==> src/rtl/pool_frame_scheduler_if.sv <==
// Handshake and status bundle between the frame scheduler and its environment.
// master drives requests/pixels/pooling feedback, slave is the scheduler itself.
interface pool_frame_scheduler_if #(
  parameter int W_WIDTH  = 640,
  parameter int W_HEIGHT = 480,
  parameter int NUM_REQ  = 2
);
  localparam int H_BITW     = $clog2(W_WIDTH);
  localparam int V_BITW     = $clog2(W_HEIGHT);
  localparam int ID_BITW    = (NUM_REQ > 1) ? $clog2(NUM_REQ) : 1;
  localparam int EXPECT_OUT = (W_WIDTH / 2) * (W_HEIGHT / 2);
  localparam int CNT_BITW   = $clog2(EXPECT_OUT + 1);

  logic [NUM_REQ-1:0]  req;
  logic                src_valid;
  logic                abort;
  logic                pool_out_enable;
  logic [NUM_REQ-1:0]  grant;
  logic                frame_start;
  logic                pool_enable;
  logic [V_BITW-1:0]   pool_vcnt;
  logic [H_BITW-1:0]   pool_hcnt;
  logic                busy;
  logic                frame_done;
  logic [ID_BITW-1:0]  done_id;
  logic [CNT_BITW-1:0] pooled_count;
  logic                count_err;
  logic                aborted;

  modport master (
    output req, src_valid, abort, pool_out_enable,
    input  grant, frame_start, pool_enable, pool_vcnt, pool_hcnt, busy,
           frame_done, done_id, pooled_count, count_err, aborted
  );

  modport slave (
    input  req, src_valid, abort, pool_out_enable,
    output grant, frame_start, pool_enable, pool_vcnt, pool_hcnt, busy,
           frame_done, done_id, pooled_count, count_err, aborted
  );
endinterface

==> src/rtl/pool_frame_scheduler.sv <==
// Frame-level round-robin scheduler sharing one maxpooling layer between
// NUM_REQ sources: grants whole frames, rasterises the accepted pixels,
// drains the pooling pipeline and reports per-frame completion status.
module pool_frame_scheduler #(
  parameter int W_WIDTH      = 640,
  parameter int W_HEIGHT     = 480,
  parameter int NUM_REQ      = 2,
  parameter int DRAIN_CYCLES = 8
) (
  input  logic                 clock,
  input  logic                 rst,
  pool_frame_scheduler_if.slave bus
);
  localparam int H_BITW     = $clog2(W_WIDTH);
  localparam int V_BITW     = $clog2(W_HEIGHT);
  localparam int ID_BITW    = (NUM_REQ > 1) ? $clog2(NUM_REQ) : 1;
  localparam int EXPECT_OUT = (W_WIDTH / 2) * (W_HEIGHT / 2);
  localparam int CNT_BITW   = $clog2(EXPECT_OUT + 1);
  localparam int DR_BITW    = (DRAIN_CYCLES > 1) ? $clog2(DRAIN_CYCLES) : 1;

  localparam logic [1:0] S_IDLE  = 2'd0;
  localparam logic [1:0] S_RUN   = 2'd1;
  localparam logic [1:0] S_DRAIN = 2'd2;
  localparam logic [1:0] S_DONE  = 2'd3;

  logic [1:0]          state_q, state_d;
  logic [NUM_REQ-1:0]  grant_q, grant_d;
  logic                frame_start_q, frame_start_d;
  logic                pool_enable_q, pool_enable_d;
  logic [V_BITW-1:0]   pool_vcnt_q, pool_vcnt_d;
  logic [H_BITW-1:0]   pool_hcnt_q, pool_hcnt_d;
  logic                busy_q, busy_d;
  logic                frame_done_q, frame_done_d;
  logic [ID_BITW-1:0]  done_id_q, done_id_d;
  logic [CNT_BITW-1:0] pooled_count_q, pooled_count_d;
  logic                count_err_q, count_err_d;
  logic                aborted_q, aborted_d;
  // internal raster position, output counter, drain timer, frame owner
  logic [H_BITW-1:0]   h_q, h_d;
  logic [V_BITW-1:0]   v_q, v_d;
  logic [CNT_BITW-1:0] cnt_q, cnt_d, cnt_inc;
  logic [DR_BITW-1:0]  drain_q, drain_d;
  logic [ID_BITW-1:0]  id_q, id_d;
  logic                abt_q, abt_d;
  logic [ID_BITW-1:0]  last_id_q, last_id_d;

  logic [ID_BITW-1:0]  winner;
  logic                found;
  logic [NUM_REQ-1:0]  win_onehot;

  // round-robin pick: first requester after the previous winner
  always_comb begin : rr_pick
    int idx;
    winner = last_id_q;
    found  = 1'b0;
    idx    = 0;
    for (int k = 1; k <= NUM_REQ; k++) begin
      idx = int'(last_id_q) + k;
      if (idx >= NUM_REQ) idx = idx - NUM_REQ;
      if (!found && bus.req[idx]) begin
        winner = ID_BITW'(idx);
        found  = 1'b1;
      end
    end
  end

  for (genvar gi = 0; gi < NUM_REQ; gi++) begin : g_onehot
    assign win_onehot[gi] = (winner == ID_BITW'(gi));
  end

  // saturating pooled-output counter increment
  always_comb begin
    cnt_inc = cnt_q;
    if (bus.pool_out_enable && (cnt_q != {CNT_BITW{1'b1}})) cnt_inc = cnt_q + 1'b1;
  end

  // frame FSM, raster generation and status capture
  always_comb begin
    state_d        = state_q;
    grant_d        = grant_q;
    frame_start_d  = 1'b0;
    pool_enable_d  = 1'b0;
    pool_vcnt_d    = pool_vcnt_q;
    pool_hcnt_d    = pool_hcnt_q;
    frame_done_d   = 1'b0;
    done_id_d      = '0;
    pooled_count_d = '0;
    count_err_d    = 1'b0;
    aborted_d      = 1'b0;
    h_d            = h_q;
    v_d            = v_q;
    cnt_d          = cnt_q;
    drain_d        = drain_q;
    id_d           = id_q;
    abt_d          = abt_q;
    last_id_d      = last_id_q;
    case (state_q)
      S_IDLE: begin
        grant_d = '0;
        if (|bus.req) begin
          state_d       = S_RUN;
          grant_d       = win_onehot;
          frame_start_d = 1'b1;
          h_d           = '0;
          v_d           = '0;
          cnt_d         = '0;
          id_d          = winner;
          abt_d         = 1'b0;
        end
      end
      S_RUN: begin
        cnt_d = cnt_inc;
        if (bus.abort) begin
          // abort beats a pixel offered in the same cycle
          state_d = S_DRAIN;
          drain_d = '0;
          abt_d   = 1'b1;
        end else if (bus.src_valid) begin
          pool_enable_d = 1'b1;
          pool_vcnt_d   = v_q;
          pool_hcnt_d   = h_q;
          if (h_q == H_BITW'(W_WIDTH - 1)) begin
            h_d = '0;
            if (v_q == V_BITW'(W_HEIGHT - 1)) begin
              state_d = S_DRAIN;
              drain_d = '0;
            end else begin
              v_d = v_q + 1'b1;
            end
          end else begin
            h_d = h_q + 1'b1;
          end
        end
      end
      S_DRAIN: begin
        cnt_d = cnt_inc;
        if (drain_q == DR_BITW'(DRAIN_CYCLES - 1)) begin
          state_d        = S_DONE;
          frame_done_d   = 1'b1;
          done_id_d      = id_q;
          pooled_count_d = cnt_inc;
          count_err_d    = (cnt_inc != CNT_BITW'(EXPECT_OUT));
          aborted_d      = abt_q;
        end else begin
          drain_d = drain_q + 1'b1;
        end
      end
      default: begin
        state_d   = S_IDLE;
        grant_d   = '0;
        last_id_d = id_q;
      end
    endcase
    busy_d = (state_d != S_IDLE);
  end

  // state and output registers
  always_ff @(posedge clock) begin
    if (rst) begin
      state_q        <= S_IDLE;
      grant_q        <= '0;
      frame_start_q  <= 1'b0;
      pool_enable_q  <= 1'b0;
      pool_vcnt_q    <= '0;
      pool_hcnt_q    <= '0;
      busy_q         <= 1'b0;
      frame_done_q   <= 1'b0;
      done_id_q      <= '0;
      pooled_count_q <= '0;
      count_err_q    <= 1'b0;
      aborted_q      <= 1'b0;
      h_q            <= '0;
      v_q            <= '0;
      cnt_q          <= '0;
      drain_q        <= '0;
      id_q           <= '0;
      abt_q          <= 1'b0;
      last_id_q      <= ID_BITW'(NUM_REQ - 1);
    end else begin
      state_q        <= state_d;
      grant_q        <= grant_d;
      frame_start_q  <= frame_start_d;
      pool_enable_q  <= pool_enable_d;
      pool_vcnt_q    <= pool_vcnt_d;
      pool_hcnt_q    <= pool_hcnt_d;
      busy_q         <= busy_d;
      frame_done_q   <= frame_done_d;
      done_id_q      <= done_id_d;
      pooled_count_q <= pooled_count_d;
      count_err_q    <= count_err_d;
      aborted_q      <= aborted_d;
      h_q            <= h_d;
      v_q            <= v_d;
      cnt_q          <= cnt_d;
      drain_q        <= drain_d;
      id_q           <= id_d;
      abt_q          <= abt_d;
      last_id_q      <= last_id_d;
    end
  end

  assign bus.grant        = grant_q;
  assign bus.frame_start  = frame_start_q;
  assign bus.pool_enable  = pool_enable_q;
  assign bus.pool_vcnt    = pool_vcnt_q;
  assign bus.pool_hcnt    = pool_hcnt_q;
  assign bus.busy         = busy_q;
  assign bus.frame_done   = frame_done_q;
  assign bus.done_id      = done_id_q;
  assign bus.pooled_count = pooled_count_q;
  assign bus.count_err    = count_err_q;
  assign bus.aborted      = aborted_q;
endmodule

==> src/flat_wrapper.sv <==
// flat-port wrapper written by rule: the top's interface ports become plain ports
module pool_frame_scheduler_flat 
#(
  parameter int W_WIDTH      = 640,
  parameter int W_HEIGHT     = 480,
  parameter int NUM_REQ      = 2,
  parameter int DRAIN_CYCLES = 8
)
  (clock, rst, bus_req, bus_src_valid, bus_abort, bus_pool_out_enable, bus_grant, bus_frame_start, bus_pool_enable, bus_pool_vcnt, bus_pool_hcnt, bus_busy, bus_frame_done, bus_done_id, bus_pooled_count, bus_count_err, bus_aborted);
  pool_frame_scheduler_if #(.W_WIDTH(W_WIDTH), .W_HEIGHT(W_HEIGHT), .NUM_REQ(NUM_REQ)) bus_i ();
  input  logic clock;
  input  logic rst;
  input wire logic [$bits(bus_i.req)-1:0] bus_req;
  input wire logic [$bits(bus_i.src_valid)-1:0] bus_src_valid;
  input wire logic [$bits(bus_i.abort)-1:0] bus_abort;
  input wire logic [$bits(bus_i.pool_out_enable)-1:0] bus_pool_out_enable;
  output wire logic [$bits(bus_i.grant)-1:0] bus_grant;
  output wire logic [$bits(bus_i.frame_start)-1:0] bus_frame_start;
  output wire logic [$bits(bus_i.pool_enable)-1:0] bus_pool_enable;
  output wire logic [$bits(bus_i.pool_vcnt)-1:0] bus_pool_vcnt;
  output wire logic [$bits(bus_i.pool_hcnt)-1:0] bus_pool_hcnt;
  output wire logic [$bits(bus_i.busy)-1:0] bus_busy;
  output wire logic [$bits(bus_i.frame_done)-1:0] bus_frame_done;
  output wire logic [$bits(bus_i.done_id)-1:0] bus_done_id;
  output wire logic [$bits(bus_i.pooled_count)-1:0] bus_pooled_count;
  output wire logic [$bits(bus_i.count_err)-1:0] bus_count_err;
  output wire logic [$bits(bus_i.aborted)-1:0] bus_aborted;
  assign bus_i.req = bus_req;
  assign bus_i.src_valid = bus_src_valid;
  assign bus_i.abort = bus_abort;
  assign bus_i.pool_out_enable = bus_pool_out_enable;
  assign bus_grant = bus_i.grant;
  assign bus_frame_start = bus_i.frame_start;
  assign bus_pool_enable = bus_i.pool_enable;
  assign bus_pool_vcnt = bus_i.pool_vcnt;
  assign bus_pool_hcnt = bus_i.pool_hcnt;
  assign bus_busy = bus_i.busy;
  assign bus_frame_done = bus_i.frame_done;
  assign bus_done_id = bus_i.done_id;
  assign bus_pooled_count = bus_i.pooled_count;
  assign bus_count_err = bus_i.count_err;
  assign bus_aborted = bus_i.aborted;
  pool_frame_scheduler #(.W_WIDTH(W_WIDTH), .W_HEIGHT(W_HEIGHT), .NUM_REQ(NUM_REQ), .DRAIN_CYCLES(DRAIN_CYCLES)) u_core (.clock(clock), .rst(rst), .bus(bus_i));
endmodule
==> config.mk <==
export PLATFORM = sky130hd
export DESIGN_NAME = pool_frame_scheduler_flat
export DESIGN_NICKNAME = d
export VERILOG_FILES = /design/src/rtl/pool_frame_scheduler_if.sv /design/src/rtl/pool_frame_scheduler.sv /design/src/flat_wrapper.sv
export SDC_FILE = /design/constraint.sdc
export NUM_CORES = 1
export LEC_CHECK = 0
export BUFFER_PORTS_ARGS = -buffer_cell sky130_fd_sc_hd__buf_2
export CORE_AREA = 2 2 106 98
export CTS_BUF_LIST = sky130_fd_sc_hd__clkbuf_8
export CTS_CLUSTER_DIAMETER = 80
export DETAILED_ROUTE_END_ITERATION = 10
export DIE_AREA = 0 0 108 100
export PLACE_DENSITY = 0.73
export REMOVE_ABC_BUFFERS = 1
export SLEW_MARGIN = 20
export SYNTH_ARGS = -nofsm -noshare
export SYNTH_HDL_FRONTEND = slang
export SYNTH_SLANG_ARGS = --single-unit
==> constraint.sdc <==
create_clock -name clock -period 6.56 [get_ports clock]
set_input_delay 0.328 -clock clock [delete_from_list [all_inputs] [get_ports clock]]
set_output_delay 0.328 -clock clock [all_outputs]
set_load 0.03 [all_outputs]
Word level (Yosys, flattened, before mapping)
Index checks and enable logic that the tools add are counted.
{"block": "word_totals", "input_bits": 7, "romBits": 0, "n_memories": 0, "latchBits": 0, "output_inout_bits": 45, "ram_bits": 0, "regBits": 89, "elab_cells": 122}
{"block": "classes", "muxes": 46, "mul": 0, "div_mod_pow": 0, "shifts": 0, "add_sub_neg": 8, "n_bitwise": 6, "magnitude_cmp": 4, "eq_ne": 17, "reduce_logical": 22}
{"cell": "greater-or-equal comparator 32 x 3 -> 1 bit, second input constant", "n": 2}
{"cell": "less-than comparator 32 x 3 -> 1 bit, second input constant", "n": 2}
{"cell": "2-to-1 mux 32 bit", "n": 2}
{"cell": "subtractor 32 x 3 -> 32 bit, second input constant", "n": 2}
{"cell": "2-to-1 mux 9 bit", "n": 5}
{"cell": "2-to-1 mux 10 bit", "n": 4}
{"cell": "2-to-1 mux 17 bit", "n": 2}
{"cell": "inequality test 17 bit, second input constant", "n": 2}
{"cell": "case mux 17 bit (2 select lines)", "n": 1}
{"cell": "case mux 10 bit (2 select lines)", "n": 1}
{"cell": "case mux 9 bit (2 select lines)", "n": 1}
{"cell": "adder 17 x 1 -> 17 bit, second input constant", "n": 1}
{"cell": "2-to-1 mux 3 bit", "n": 5}
{"cell": "2-to-1 mux 1 bit", "n": 14}
{"cell": "2-to-1 mux 2 bit", "n": 7}
{"cell": "adder 10 x 1 -> 10 bit, second input constant", "n": 1}
{"cell": "== test 10 bit, second input constant", "n": 1}
{"cell": "inequality test 2 bit, second input constant", "n": 5}
{"cell": "adder 9 x 1 -> 9 bit, second input constant", "n": 1}
{"cell": "== test 9 bit, second input constant", "n": 1}
{"cell": "OR reduction 3 bit", "n": 3}
{"cell": "nonzero test 2 bit", "n": 4}
{"cell": "OR reduction 2 bit", "n": 4}
{"cell": "inequality test 3 x 2 -> 1 bit, second input constant", "n": 2}
{"cell": "other kinds (21)", "n": 30}

Depth between registers and ports, before layout
{"block": "logic_depth", "ltp_word": 13, "ltp_mapped": 12, "mapped_depth_nobuf": 9}

Worst setup path before layout
No wires, ideal clock.
{"block": "synth_timing", "path_type": "flip-flop to flip-flop", "start": "register u_core.cnt_q[4]", "end": "register u_core.count_err_q (netlist: u_core.bus.count_err)", "setup_ps": 132, "required_ps": 6428, "path_stages_with_launch": 12, "slack_ps": 3955, "path_buffers": 2, "period_less_slack_ps": 2605, "arrival_ps": 2473, "cell_sequence": "dfxtp_1 > buf_2 > nand4_1 > buf_4 > nor4_1 > and3_1 > ha_1 > nand4b_1 > nor3_1 > mux2_2 > nor4_1 > a31oi_1"}
{"block": "synth_via", "elab_chain_cells": 4, "elab_cells_between_ends": 5, "classes_between": "add/sub (1); eq/ne (2); mux (1); reduce/logical (1)"}
{"element": "start, declared", "line_no": "pool_frame_scheduler.sv:41", "text": "logic [CNT_BITW-1:0] cnt_q, cnt_d, cnt_inc;"}
{"element": "start signal, assigned", "line_no": "pool_frame_scheduler.sv:194", "text": "cnt_q <= cnt_d;"}
{"element": "branches (longest 2 deep; another with adder 17 x 1 -> 17 bit)"}
{"element": "2-to-1 mux 17 bit (*)", "line_no": "pool_frame_scheduler.sv:74", "text": "if (bus.pool_out_enable && (cnt_q != {CNT_BITW{1'b1}})) cnt_inc = cnt_q + 1'b1;"}
{"element": "inequality test 17 bit (*)", "line_no": "pool_frame_scheduler.sv:142", "text": "count_err_d = (cnt_inc != CNT_BITW'(EXPECT_OUT));"}
{"element": "end signal, assigned", "line_no": "pool_frame_scheduler.sv:190", "text": "count_err_q <= count_err_d;"}
{"element": "end, declared", "line_no": "pool_frame_scheduler.sv:36", "text": "logic count_err_q, count_err_d;"}
Every way passes the cells marked *.
A chain may end at the register's enable or synchronous reset.

Worst setup path in the final report
{"block": "layout_timing", "start": "register u_core.cnt_q[3]", "end": "register u_core.count_err_q (netlist: u_core.bus.count_err)"}
Same word-level chain as after synthesis.

==> impl_metrics.csv <==
group,metric,value,unit
run_status,status,"completed",
worst_setup_path,crit_path_cell_trace,"nand4_1 > nor4_1 > and3_1 > ha_1 > and3b_1 > nor4_1 > o211ai_1 > a2111oi_0 > a31oi_1",
cts,clockBufferDepth,2,
detailed_routing,post_drt_wl_per_cell,13.57,um
cts,htreeDepth,3,
global_routing,grt-ovfl-total,0,
sta,fin_crit,3208,ps
sta,finalSetupViolations,0,
power,p_leak,1.717,nW
worst_setup_path,endpoint_kind,"register",
place,placed_cells,644,
global_routing,grt_use_total,17.93,%
final_layout,utilization,47.06,%
detailed_routing,drt_iter0_markers,186,
detailed_routing,drtAntennaViolNets,0,
global_routing,grt_pass1_vias,3413,
final_layout,drive_above_1_share,15.44,%
cts,cts_resized,0,
sta,worst_slew_pin_slew,953.2,ps
synth,synth_edf_count,0,
worst_setup_path,critPathMaxStageDelay,520,ps
detailed_routing,drcViolationCount,0,
sta,slew_headroom,36.26,%
sta,period_share,48.90,%
floorplanning,core,9853,sq um
power,peakVddDrop,0.1586,mV
detailed_routing,via_per_inst,5.464,
final_layout,multi_input_area,2193,sq um
cts,tritoncts,"built",
final_layout,antenna_cells,0,
worst_setup_path,cp_slowest_cell,"nand4_1",
detailed_routing,first_pass_iters,4,
floorplanning,die-area,10800,sq um
power,power_density,245.4,nW/um^2
place,dp_hpwl,6195,um
synth,async_flop_share,0,%
final_layout,finalNonFillerCells,660,
cts,post_cts_buffers,0,
sta,fin_skew,17.34,ps
power,total_power,1.138,mW
synth,ys_ff_latch,89,
sta,fin_setup_tns,0,ps
synth,synthCells,494,
floorplanning,die_h,100,um
place,gp_congestion,0.8552,
final_layout,syn_to_final_growth,11.90,%
synth,ys_warn_count,0,
floorplanning,rows,35,
synth,yosysSeqAreaShare,43.00,%
synth,synth.cell_area,4144,sq um
worst_setup_path,path_class,"reg -> reg",
worst_setup_path,required,6800,ps
final_layout,fill_cells,970,
place,portBuffers,51,
worst_setup_path,r2r_slack,3350,ps
detailed_routing,vias,3606,
worst_setup_path,arrival,3450,ps
final_layout,seq_area,1782,sq um
synth,syn_area_per_cell,8.389,sq um
global_routing,grt_pass1_wl,15650,um
detailed_routing,wl,8955,um
cts,cts-root-buf,"clkbuf_8",
synth,synthFlopType,"dfxtp_1",
worst_setup_path,worstPathMaxFanout,11,
floorplanning,io_pins,52,
final_layout,final_common_cell,"dfxtp_1",
floorplanning,fp.dieW,108,um
worst_setup_path,path_common_cell,"nor4_1",
cts,cts_num_sinks,89,
sta,report.final.slew_viol_count,0,
final_layout,nNetsFinal,545,
floorplanning,start_util,42.06,%
sta,fmax,311.7,MHz
sta,rsz0062_at_grt,"no",
worst_hold_path,min_path_type,"in -> reg",
cts,clk_latency,370,ps
job,maxCapViolCount,0,
cts,clkSlewWorstSetupHoldPaths,90,ps
global_routing,antenna_found_initial,0,
final_layout,final_cell_mix,"dfxtp_1 (89), nand2_1 (63), a21oi_1 (56)",
worst_setup_path,cp-start-kind,"register",
synth,ys_types,57,
sta,final-hold-violation-count,0,
global_routing,grt_max_degree,53,
cts,ctsHoldBuffers,0,
cts,cts_inserted_buffers,9,
==> path summary, 6_finish.rpt <==
path / start / endpoint / depth (start not counted)
setup / recovery: u_core.cnt_q[3] / u_core.bus.count_err / 9
setup reg to reg: u_core.cnt_q[3] / u_core.bus.count_err / 9
hold / removal: bus_abort / u_core.abt_q / 3
hold reg to reg: u_core.bus.pool_vcnt[4] / u_core.bus.pool_vcnt[4] / 2
==> state kept, by name, indices dropped and copies added (netlist names), 2 cells and up <==
signal / flops
u_core.bus.grant: 2
u_core.bus.pool_hcnt: 10
u_core.bus.pool_vcnt: 9
u_core.bus.pooled_count: 17
u_core.cnt_q: 17
u_core.drain_q: 3
u_core.h_q: 10
u_core.state_q: 2
u_core.v_q: 9
==> stage by stage <==
step	setup slack (ps)	hold slack [ps]	instance area [sq um]
2_1_floorplan	3895	397.1	4009
3_3_place_gp	3504	442.7	4433
3_5_place_dp	3429	448.6	4433
4_1_cts	3388	284.4	4637
5_1_grt	2976	333.0	4637
6_report	3352	307.1	4637
==> critical path: cells and delay by family, from the launching register on <==
family,cells,cell delay (ps)
AO/OA/AOI/OAI,3,630
adder cells (fa/ha/maj),1,230
flip-flops,1,490
AND/OR/NAND/NOR,5,1720
==> synthesized netlist by cell type, types with 3 or more instances <==
library cell	n	area, sq um
nor3b_1	3	22.52
inv_1	9	33.78
and3_1	7	43.79
dfxtp_1	89	1782
and2_1	5	31.28
ha_1	12	150.1
clkbuf_1	16	60.06
nand4b_1	4	35.03
or4_1	8	60.06
nand3b_1	3	22.52
nand4_1	14	87.58
o21ai_0	25	125.1
or3_1	6	37.54
a31oi_1	4	25.02
xor2_1	11	96.34
nand3_1	11	55.05
o21a_1	3	22.52
o31ai_1	6	45.04
nand2b_1	5	31.28
a21oi_1	56	280.3
buf_2	12	60.06
nor3_1	7	35.03
nor2_1	49	183.9
nor2b_1	4	25.02
nand2_1	63	236.5
or2_2	3	18.77
a22oi_1	3	22.52
nor4_1	5	31.28
xnor2_1	12	105.1
==> final cells by class <==
class | count | area share (%)
Inverter | 9 | 0.7285
Tap cell | 129 | 3.481
Timing Repair Buffer | 52 | 5.666
Clock buffer | 10 | 2.968
Multi-Input combinational cell | 365 | 47.30
Clock inverter | 6 | 1.430
Sequential cell | 89 | 38.42
==> routing by layer <==
| metal | track usage (%) | routed length [um] |
|---|---|---|
| met1 | 22.06 | 4057 |
| met2 | 30.29 | 4243 |
| met3 | 4.286 | 512 |
| met4 | 7.101 | 141 |
| met5 | 0 | 0 |
==> power by group <==
group	switching (mW)	internal [mW]
logic	0.132	0.0526
registers	0.0156	0.554
clock network	0.197	0.187
==> kinds of logic after synthesis <==
family | synth area share [%]
fa+ha+maj | 3.623
buf+inv | 4.076
compound gates | 15.85
mux | 1.027
simple gates | 27.57
flops | 43.00
xor+xnor | 4.861
(Power assumes the default switching activity.)
